## config.mk

```make
export PLATFORM = sky130hd
export DESIGN_NAME = aidc_lite_decomp_engine_flat
export DESIGN_NICKNAME = d
export VERILOG_FILES = /design/src/rtl/aidc_lite_decomp_engine_pkg.sv /design/src/rtl/aidc_lite_decomp_engine_if.sv /design/src/rtl/aidc_lite_decomp_engine.sv /design/src/flat_wrapper.sv
export SDC_FILE = /design/constraint.sdc
export NUM_CORES = 1
export LEC_CHECK = 0
export BUFFER_PORTS_ARGS = -buffer_cell sky130_fd_sc_hd__buf_2
export CAP_MARGIN = 20
export CORE_MARGIN = 2
export CORE_UTILIZATION = 52
export DETAILED_ROUTE_END_ITERATION = 12
export PLACE_DENSITY_LB_ADDON = 0.25
export SLEW_MARGIN = 20
export SYNTH_ARGS = -nofsm -noshare
export SYNTH_HDL_FRONTEND = slang
export SYNTH_SLANG_ARGS = --single-unit
```

## constraint.sdc

```tcl
create_clock -name clk -period 4.2 [get_ports clk]
set_input_delay 0.63 -clock clk [delete_from_list [all_inputs] [get_ports clk]]
set_output_delay 0.63 -clock clk [all_outputs]
set_load 0.02 [all_outputs]
```

## src/rtl/aidc_lite_decomp_engine_pkg.sv

```systemverilog
// ============================================================================
// Module : aidc_lite_decomp_engine_pkg
// Desc   : Shared AIDC_LITE constants: AHB encodings, engine states, address helpers
// Rev    : 1.0
// ============================================================================
`default_nettype none

package aidc_lite_decomp_engine_pkg;

   typedef enum logic [1:0] {
      HTRANS_IDLE   = 2'b00,
      HTRANS_BUSY   = 2'b01,
      HTRANS_NONSEQ = 2'b10,
      HTRANS_SEQ    = 2'b11
   } htrans_e;

   localparam logic [2:0] HSIZE_WORD   = 3'b010;
   localparam logic [2:0] HBURST_INCR16 = 3'b111;
   localparam logic [3:0] HPROT_DATA   = 4'b0001;

   typedef logic [3:0] state_t;

   localparam state_t IDLE          = 4'd0;
   localparam state_t RD_BUSREQ     = 4'd1;
   localparam state_t RD_1ST_ADDR   = 4'd2;
   localparam state_t RD_MIDDLE     = 4'd3;
   localparam state_t RD_LAST_DATA  = 4'd4;
   localparam state_t DECOMP        = 4'd5;
   localparam state_t WR1_BUSREQ    = 4'd6;
   localparam state_t WR1_1ST_ADDR  = 4'd7;
   localparam state_t WR1_MIDDLE    = 4'd8;
   localparam state_t WR1_LAST_DATA = 4'd9;
   localparam state_t WR2_BUSREQ    = 4'd10;
   localparam state_t WR2_1ST_ADDR  = 4'd11;
   localparam state_t WR2_MIDDLE    = 4'd12;
   localparam state_t WR2_LAST_DATA = 4'd13;

   // A block is 64B compressed and 128B decompressed.
   function automatic logic [31:0] rd_blk_addr(input logic [31:0] base, input logic [24:0] blk);
      return base + {1'b0, blk, 6'd0};
   endfunction

   function automatic logic [31:0] wr_blk_addr(input logic [31:0] base, input logic [24:0] blk);
      return base + {blk, 7'd0};
   endfunction

endpackage

`default_nettype wire

```

## src/rtl/aidc_lite_decomp_engine_if.sv

```systemverilog
// ============================================================================
// Module : AHB2_MST_INTF
// Desc   : AHB2 master-side bus bundle (arbitration, address, data, response)
// Rev    : 1.0
// ============================================================================
`default_nettype none

interface AHB2_MST_INTF;
   logic        hbusreq;
   logic        hgrant;
   logic [31:0] haddr;
   logic [1:0]  htrans;
   logic        hwrite;
   logic [2:0]  hsize;
   logic [2:0]  hburst;
   logic [3:0]  hprot;
   logic [31:0] hwdata;
   logic [31:0] hrdata;
   logic        hready;

   modport master (
      output hbusreq, haddr, htrans, hwrite, hsize, hburst, hprot, hwdata,
      input  hgrant, hrdata, hready
   );

   modport slave (
      input  hbusreq, haddr, htrans, hwrite, hsize, hburst, hprot, hwdata,
      output hgrant, hrdata, hready
   );
endinterface

`default_nettype wire

```

## src/rtl/aidc_lite_decomp_engine.sv

```systemverilog
// ============================================================================
// Module : aidc_lite_decomp_engine
// Desc   : Streams 64B compressed blocks over AHB into a decompressor and writes
//          the 128B result back as two INCR16 write bursts per block.
// Rev    : 1.0
// ============================================================================
`default_nettype none

module aidc_lite_decomp_engine
   import aidc_lite_decomp_engine_pkg::*;
(
   input  wire logic        clk,
   input  wire logic        rst,
   input  wire logic [31:0] src_addr_i,
   input  wire logic [31:0] dst_addr_i,
   input  wire logic [31:7] len_i,
   input  wire logic        start_i,
   output logic             done_o,
   AHB2_MST_INTF.master     ahb_if,
   output logic             decomp_wren_o,
   output logic             decomp_sop_o,
   output logic             decomp_eop_o,
   output logic [31:0]      decomp_wdata_o,
   input  wire logic        decomp_ready_i,
   output logic             decomp_rden_o,
   input  wire logic [63:0] decomp_rdata_i
);

   state_t      r_state;
   logic [24:0] r_blk_cnt;
   logic [4:0]  r_beat_cnt;
   logic        r_hbusreq;
   logic [31:0] r_haddr;
   logic [1:0]  r_htrans;
   logic        r_hwrite;
   logic        r_wren;
   logic        r_sop;
   logic        r_eop;
   logic [31:0] r_wdata;

   logic        w_rd_beat;
   logic        w_wr_beat;
   logic        w_mid_last;
   logic [24:0] w_blk_nxt;

   assign w_rd_beat = ahb_if.hready &&
                      ((r_state == RD_MIDDLE) || (r_state == RD_LAST_DATA));
   assign w_wr_beat = ahb_if.hready &&
                      ((r_state == WR1_MIDDLE) || (r_state == WR1_LAST_DATA) ||
                       (r_state == WR2_MIDDLE) || (r_state == WR2_LAST_DATA));
   // WR2 continues the beat count from WR1, so its final middle beat is 30.
   assign w_mid_last = (r_state == WR2_MIDDLE) ? (r_beat_cnt == 5'd30) : (r_beat_cnt == 5'd14);
   assign w_blk_nxt  = r_blk_cnt + 25'd1;

   always_ff @(posedge clk) begin
      if (rst) begin
         r_state    <= IDLE;
         r_blk_cnt  <= '0;
         r_beat_cnt <= '0;
         r_hbusreq  <= 1'b0;
         r_haddr    <= '0;
         r_htrans   <= HTRANS_IDLE;
         r_hwrite   <= 1'b0;
         r_wren     <= 1'b0;
         r_sop      <= 1'b0;
         r_eop      <= 1'b0;
         r_wdata    <= '0;
      end else begin
         r_wren <= w_rd_beat;
         r_sop  <= w_rd_beat && (r_beat_cnt == 5'd0);
         r_eop  <= w_rd_beat && (r_beat_cnt == 5'd15);
         if (w_rd_beat) begin
            r_wdata <= ahb_if.hrdata;
         end

         case (r_state)
            IDLE: begin
               if (start_i && (len_i != '0)) begin
                  r_blk_cnt <= '0;
                  r_hbusreq <= 1'b1;
                  r_state   <= RD_BUSREQ;
               end
            end
            RD_BUSREQ: begin
               if (ahb_if.hgrant) begin
                  r_hbusreq <= 1'b0;
                  r_htrans  <= HTRANS_NONSEQ;
                  r_haddr   <= rd_blk_addr(src_addr_i, r_blk_cnt);
                  r_hwrite  <= 1'b0;
                  r_state   <= RD_1ST_ADDR;
               end
            end
            WR1_BUSREQ: begin
               if (ahb_if.hgrant) begin
                  r_hbusreq <= 1'b0;
                  r_htrans  <= HTRANS_NONSEQ;
                  r_haddr   <= wr_blk_addr(dst_addr_i, r_blk_cnt);
                  r_hwrite  <= 1'b1;
                  r_state   <= WR1_1ST_ADDR;
               end
            end
            WR2_BUSREQ: begin
               if (ahb_if.hgrant) begin
                  r_hbusreq <= 1'b0;
                  r_htrans  <= HTRANS_NONSEQ;
                  r_state   <= WR2_1ST_ADDR;
               end
            end
            RD_1ST_ADDR, WR1_1ST_ADDR, WR2_1ST_ADDR: begin
               if (ahb_if.hready) begin
                  r_haddr  <= r_haddr + 32'd4;
                  r_htrans <= HTRANS_SEQ;
                  if (r_state != WR2_1ST_ADDR) begin
                     r_beat_cnt <= '0;
                  end
                  r_state <= (r_state == RD_1ST_ADDR)  ? RD_MIDDLE  :
                             (r_state == WR1_1ST_ADDR) ? WR1_MIDDLE : WR2_MIDDLE;
               end
            end
            RD_MIDDLE, WR1_MIDDLE, WR2_MIDDLE: begin
               if (ahb_if.hready) begin
                  r_haddr    <= r_haddr + 32'd4;
                  r_beat_cnt <= r_beat_cnt + 5'd1;
                  if (w_mid_last) begin
                     r_htrans <= HTRANS_IDLE;
                     r_state  <= (r_state == RD_MIDDLE)  ? RD_LAST_DATA  :
                                 (r_state == WR1_MIDDLE) ? WR1_LAST_DATA : WR2_LAST_DATA;
                  end
               end
            end
            RD_LAST_DATA: begin
               if (ahb_if.hready) begin
                  r_beat_cnt <= r_beat_cnt + 5'd1;
                  r_state    <= DECOMP;
               end
            end
            DECOMP: begin
               if (decomp_ready_i) begin
                  r_hbusreq <= 1'b1;
                  r_state   <= WR1_BUSREQ;
               end
            end
            WR1_LAST_DATA: begin
               if (ahb_if.hready) begin
                  r_beat_cnt <= r_beat_cnt + 5'd1;
                  r_hbusreq  <= 1'b1;
                  r_state    <= WR2_BUSREQ;
               end
            end
            WR2_LAST_DATA: begin
               if (ahb_if.hready) begin
                  r_beat_cnt <= r_beat_cnt + 5'd1;
                  r_blk_cnt  <= w_blk_nxt;
                  if (w_blk_nxt == len_i) begin
                     r_state <= IDLE;
                  end else begin
                     r_hbusreq <= 1'b1;
                     r_state   <= RD_BUSREQ;
                  end
               end
            end
            default: r_state <= IDLE;
         endcase
      end
   end

   // Each 64-bit decompressor word feeds two write beats, high half first.
   assign ahb_if.hwdata  = r_beat_cnt[0] ? decomp_rdata_i[31:0] : decomp_rdata_i[63:32];
   assign decomp_rden_o  = !rst && w_wr_beat && r_beat_cnt[0];

   assign ahb_if.hbusreq = r_hbusreq;
   assign ahb_if.haddr   = r_haddr;
   assign ahb_if.htrans  = r_htrans;
   assign ahb_if.hwrite  = r_hwrite;
   assign ahb_if.hsize   = HSIZE_WORD;
   assign ahb_if.hburst  = HBURST_INCR16;
   assign ahb_if.hprot   = HPROT_DATA;

   assign decomp_wren_o  = r_wren;
   assign decomp_sop_o   = r_sop;
   assign decomp_eop_o   = r_eop;
   assign decomp_wdata_o = r_wdata;
   assign done_o         = (r_state == IDLE) && !start_i;

endmodule

`default_nettype wire

```

## src/flat_wrapper.sv

```systemverilog
// flat-port wrapper written by rule: the top's interface ports become plain ports
module aidc_lite_decomp_engine_flat import aidc_lite_decomp_engine_pkg::*;
  (clk, rst, src_addr_i, dst_addr_i, len_i, start_i, done_o, decomp_wren_o, decomp_sop_o, decomp_eop_o, decomp_wdata_o, decomp_ready_i, decomp_rden_o, decomp_rdata_i, ahb_if_hbusreq, ahb_if_haddr, ahb_if_htrans, ahb_if_hwrite, ahb_if_hsize, ahb_if_hburst, ahb_if_hprot, ahb_if_hwdata, ahb_if_hgrant, ahb_if_hrdata, ahb_if_hready);
  AHB2_MST_INTF ahb_if_i ();
  input  wire logic clk;
  input  wire logic rst;
  input  wire logic [31:0] src_addr_i;
  input  wire logic [31:0] dst_addr_i;
  input  wire logic [31:7] len_i;
  input  wire logic start_i;
  output logic done_o;
  output logic decomp_wren_o;
  output logic decomp_sop_o;
  output logic decomp_eop_o;
  output logic [31:0] decomp_wdata_o;
  input  wire logic decomp_ready_i;
  output logic decomp_rden_o;
  input  wire logic [63:0] decomp_rdata_i;
  output wire logic [$bits(ahb_if_i.hbusreq)-1:0] ahb_if_hbusreq;
  output wire logic [$bits(ahb_if_i.haddr)-1:0] ahb_if_haddr;
  output wire logic [$bits(ahb_if_i.htrans)-1:0] ahb_if_htrans;
  output wire logic [$bits(ahb_if_i.hwrite)-1:0] ahb_if_hwrite;
  output wire logic [$bits(ahb_if_i.hsize)-1:0] ahb_if_hsize;
  output wire logic [$bits(ahb_if_i.hburst)-1:0] ahb_if_hburst;
  output wire logic [$bits(ahb_if_i.hprot)-1:0] ahb_if_hprot;
  output wire logic [$bits(ahb_if_i.hwdata)-1:0] ahb_if_hwdata;
  input wire logic [$bits(ahb_if_i.hgrant)-1:0] ahb_if_hgrant;
  input wire logic [$bits(ahb_if_i.hrdata)-1:0] ahb_if_hrdata;
  input wire logic [$bits(ahb_if_i.hready)-1:0] ahb_if_hready;
  assign ahb_if_hbusreq = ahb_if_i.hbusreq;
  assign ahb_if_haddr = ahb_if_i.haddr;
  assign ahb_if_htrans = ahb_if_i.htrans;
  assign ahb_if_hwrite = ahb_if_i.hwrite;
  assign ahb_if_hsize = ahb_if_i.hsize;
  assign ahb_if_hburst = ahb_if_i.hburst;
  assign ahb_if_hprot = ahb_if_i.hprot;
  assign ahb_if_hwdata = ahb_if_i.hwdata;
  assign ahb_if_i.hgrant = ahb_if_hgrant;
  assign ahb_if_i.hrdata = ahb_if_hrdata;
  assign ahb_if_i.hready = ahb_if_hready;
  aidc_lite_decomp_engine u_core (.clk(clk), .rst(rst), .src_addr_i(src_addr_i), .dst_addr_i(dst_addr_i), .len_i(len_i), .start_i(start_i), .done_o(done_o), .ahb_if(ahb_if_i), .decomp_wren_o(decomp_wren_o), .decomp_sop_o(decomp_sop_o), .decomp_eop_o(decomp_eop_o), .decomp_wdata_o(decomp_wdata_o), .decomp_ready_i(decomp_ready_i), .decomp_rden_o(decomp_rden_o), .decomp_rdata_i(decomp_rdata_i));
endmodule
```

==> reports/summary.txt <==
Post-Layout Cell Count: 1667
Synth Area in XOR/XNOR: 8.61%
mux contribution to synthesized area: 8.31%
Worst slew margin: 35.4%
Final Slew Violations: 0
met3 Usage GRT: 3.78%
gr ovfl total: 0
worst reg2reg startpoint: u_core.r_blk_cnt[0]
Die ar.: 18700 um2
Tcrit/Tclk final: 86.7%
I/O Pins: 306
row count: 48
Min-Delay Path Class: flip-flop to flip-flop
Reg2Reg Depth: 12
GR met1 Demand/Resource: 38.2%
Num CTS Buffers: 9
CORE AREA: 17200 um2
crit-path max FO: 9
Detail Placement HPWL: 23.1 mm
CP delay by family, top: compound AO/OA/AOI/OAI gates
drc violations: 0
WHS Path Cells: 2
detailed-route via count: 9824
post-CTS setup buffer count: 0
Final #Nets: 1684
register clock-pin slew on the reported worst setup and hold paths: 0.08 ns
Setup CP Type: flip-flop to flip-flop
initial antenna violation count: 1
Post-synth EDFFs: 0
pin count of the biggest net entering global routing: 52
wire per inst: 17.6 um
CP arrival: 3.85 ns
Fin Setup TNS: 0 ns
Post-Syn Area: 9150 um2
Peak Freq: 275 MHz
Max Cap Viol: 0
Hold WS: 0.459 ns
CTS tree: yes
Peak supply drop: 0.256 mV
Routed Wire Length: 29.4 mm
#FFs+latches synth: 105
post-synthesis adder-cell area fraction: 7.96%
critical register-to-register path endpoint: u_core.ahb_if.haddr[28]
first-pass GRT wire length: 45.4 mm
Ys Warns: 0
vias per cell: 5.89
final-report hold violation count: 0
dpl cell area: 10600 um2
Mapped Cells: 1189
met2 GRT Util: 53.0%
share of synthesized registers carrying an async set or reset: 0%
Post-Synth Simple-Gate Area: 25.2%
clock sink count: 105
DR pass1 iterations: 5
vias in the first global route: 8898
CTS max path bufs: 2
main combinational cell family by area after synthesis: simple AND/OR/NAND/NOR gates
CTS H-tree depth: 3
Die X: 137 um
Primary FF master, synth: dfxtp_1
main area contributors after synthesis: dfxtp_1 23%, ha_1 7.5%, nor2_1 6.0%
Distinct cells, synth: 85
Static Leak: 5.08 nW
crit end category: flip-flop
latest clock arrival within the worst-skew pair: 0.36 ns
post-synth top area cell: dfxtp_1
RSZ-0062 raised after global routing: no
Non-Filler Cell Area, Final: 10900 um2
syn avg cell area: 7.70 um2
Startpoint Class: flip-flop
hold wc startpoint: u_core.ahb_if.htrans[0]
layout cells sized above 1: 26.5%
area grow syn2layout: 19.5%
Util after Layout: 63.5%
CTS resizes: 0
Critical Path RT: 4.42 ns
Placer Congestion: 0.969
P per Cell Area: 358 nW/um2
WP buf/inv: 1
status: completed
cts hold-fix bufs: 0
root buf cell: clkbuf_16
port buffer count: 295
Worst Max-Slew Pin Slew: 0.970 ns
layer with the highest usage: met2
Worst Clk Skew: 0.00675 ns
Hold Path End: u_core.ahb_if.htrans[0]
Final setup viols: 0
Seq/Total Area, Yosys: 23.0%
Worst path slowest cell: a2111oi_0
crit-path max cell delay: 0.65 ns
Final ANT Viol Nets: 0
CP Cell Sequence: ha_1 -> inv_1 -> fa_1 -> nand2b_1 -> a21oi_1 -> o2111ai_1 -> a2111oi_0 -> nor3_1 -> or2_1 -> a31oi_1 -> mux2i_1 -> a311oi_1
post-synth top area share: 23.0%
die height: 137 um
Final min period: 3.64 ns
Compound-Gate Fraction of Synth Area: 21.7%
Placed Cells: 1650
Iteration-0 DRC Markers: 884
total track usage: 30.8%
R2R Setup Slk: 0.56 ns
initial core utilization: 53.1%
[state kept, by name, summed over array words and instances, names as in the netlist, 2 cells and up]
name	count
u_core.r_beat_cnt	5
u_core.decomp_wdata_o	32
u_core.ahb_if.haddr	32
u_core.ahb_if.htrans	2
u_core.r_blk_cnt	25
u_core.r_state	4
[synthesized netlist by cell type (all sizes together), types with 40 or more instances]
| library cell | count |
|---|---|
| a21oi | 101 |
| clkbuf | 52 |
| dfxtp | 105 |
| ha | 55 |
| mux2i | 40 |
| nand2 | 75 |
| nand3 | 46 |
| nor2 | 146 |
| o21ai | 66 |
| xnor2 | 58 |
[through the flow]
step | power [mW] | setup slack [ns]
2_1_floorplan | 2.50 | 1.12
3_3_place_gp | 3.03 | 0.684
3_5_place_dp | 3.05 | 0.549
4_1_cts | 3.92 | 0.617
5_1_grt | 4.15 | 0.364
6_report | 3.92 | 0.561
[how the worst max path moves through the flow]
stage	startpoint	to	slack, ns	depth (start not counted)
4_1_cts	u_core.r_blk_cnt[0]	u_core.ahb_if.haddr[28]	0.62	12
5_1_grt	u_core.r_blk_cnt[0]	u_core.ahb_if.haddr[28]	0.36	12
2_1_floorplan	src_addr_i[6]	u_core.ahb_if.haddr[28]	1.12	12
3_5_place_dp	src_addr_i[6]	u_core.ahb_if.haddr[28]	0.55	13
3_3_place_gp	src_addr_i[6]	u_core.ahb_if.haddr[28]	0.68	13
6_report	u_core.r_blk_cnt[0]	u_core.ahb_if.haddr[28]	0.56	12
[kinds of logic (layout without fill, tap and decap cells)]
| logic type | count (synthesis) | count (layout) |
|---|---|---|
| simple gates | 452 | 452 |
| compound gates | 312 | 312 |
| flops | 105 | 105 |
| buf+inv | 99 | 343 |
| xor+xnor | 90 | 90 |
| mux | 72 | 72 |
| fa+ha+maj | 57 | 57 |
| other cells | 2 | 11 |
[worst reg2reg max path: stages, from the launching register on]
cell and delay [ns]:
dfxtp_1 0.58, ha_1 0.29, inv_1 0.07, fa_1 0.37, nand2b_1 0.19, a21oi_1 0.23
o2111ai_1 0.19, a2111oi_0 0.65, nor3_1 0.20, or2_1 0.25, a31oi_1 0.17, mux2i_1 0.20
a311oi_1 0.10
[power by group]
part | total [mW] | internal (mW) | switching [mW] | leakage (nW)
logic | 1.71 | 0.656 | 1.06 | 4.09
clock network | 0.864 | 0.426 | 0.439 | 0.146
registers | 1.34 | 1.14 | 0.198 | 0.851
[routing by layer]
layer | routed length, um | up-vias
li1 | - | 4828
met1 | 11900 | 4484
met2 | 14200 | 458
met3 | 2160 | 54
met4 | 1140 | 0
met5 | 0 | -
[layout make-up]
class | count | area, um2
Multi-Input combinational cell | 993 | 6600
Clock buffer | 9 | 225
Timing Repair Buffer | 305 | 1550
Fill cell | 1558 | 6300
Clock inverter | 7 | 85.1
Tap cell | 225 | 282
Inverter | 22 | 82.6
Sequential cell | 105 | 2100
Antenna cell | 1 | 2.50
[cell usage in the layout, fill, tap and decap left out, drive strengths merged, types with 5 or more instances in the layout]
cell type	instances
nand4	19
a22oi	10
clkbuf	9
nand2b	12
nand3b	7
nor4	17
o221ai	6
a211oi	18
xor2	32
mux2	32
nor3b	5
dfxtp	105
or3	17
a21o	15
and2	13
a311oi	5
a21oi	101
or4	5
buf	305
conb	10
o21bai	5
inv	24
a31oi	13
a221oi	7
o21ai	66
ha	55
and3	29
or2	6
nand3	46
o22ai	9
o21a	13
mux2i	40
nand2	75
xnor2	58
nor2b	13
nor2	146
o31ai	8
nor3	32
Power figures use the tool's default switching activity.
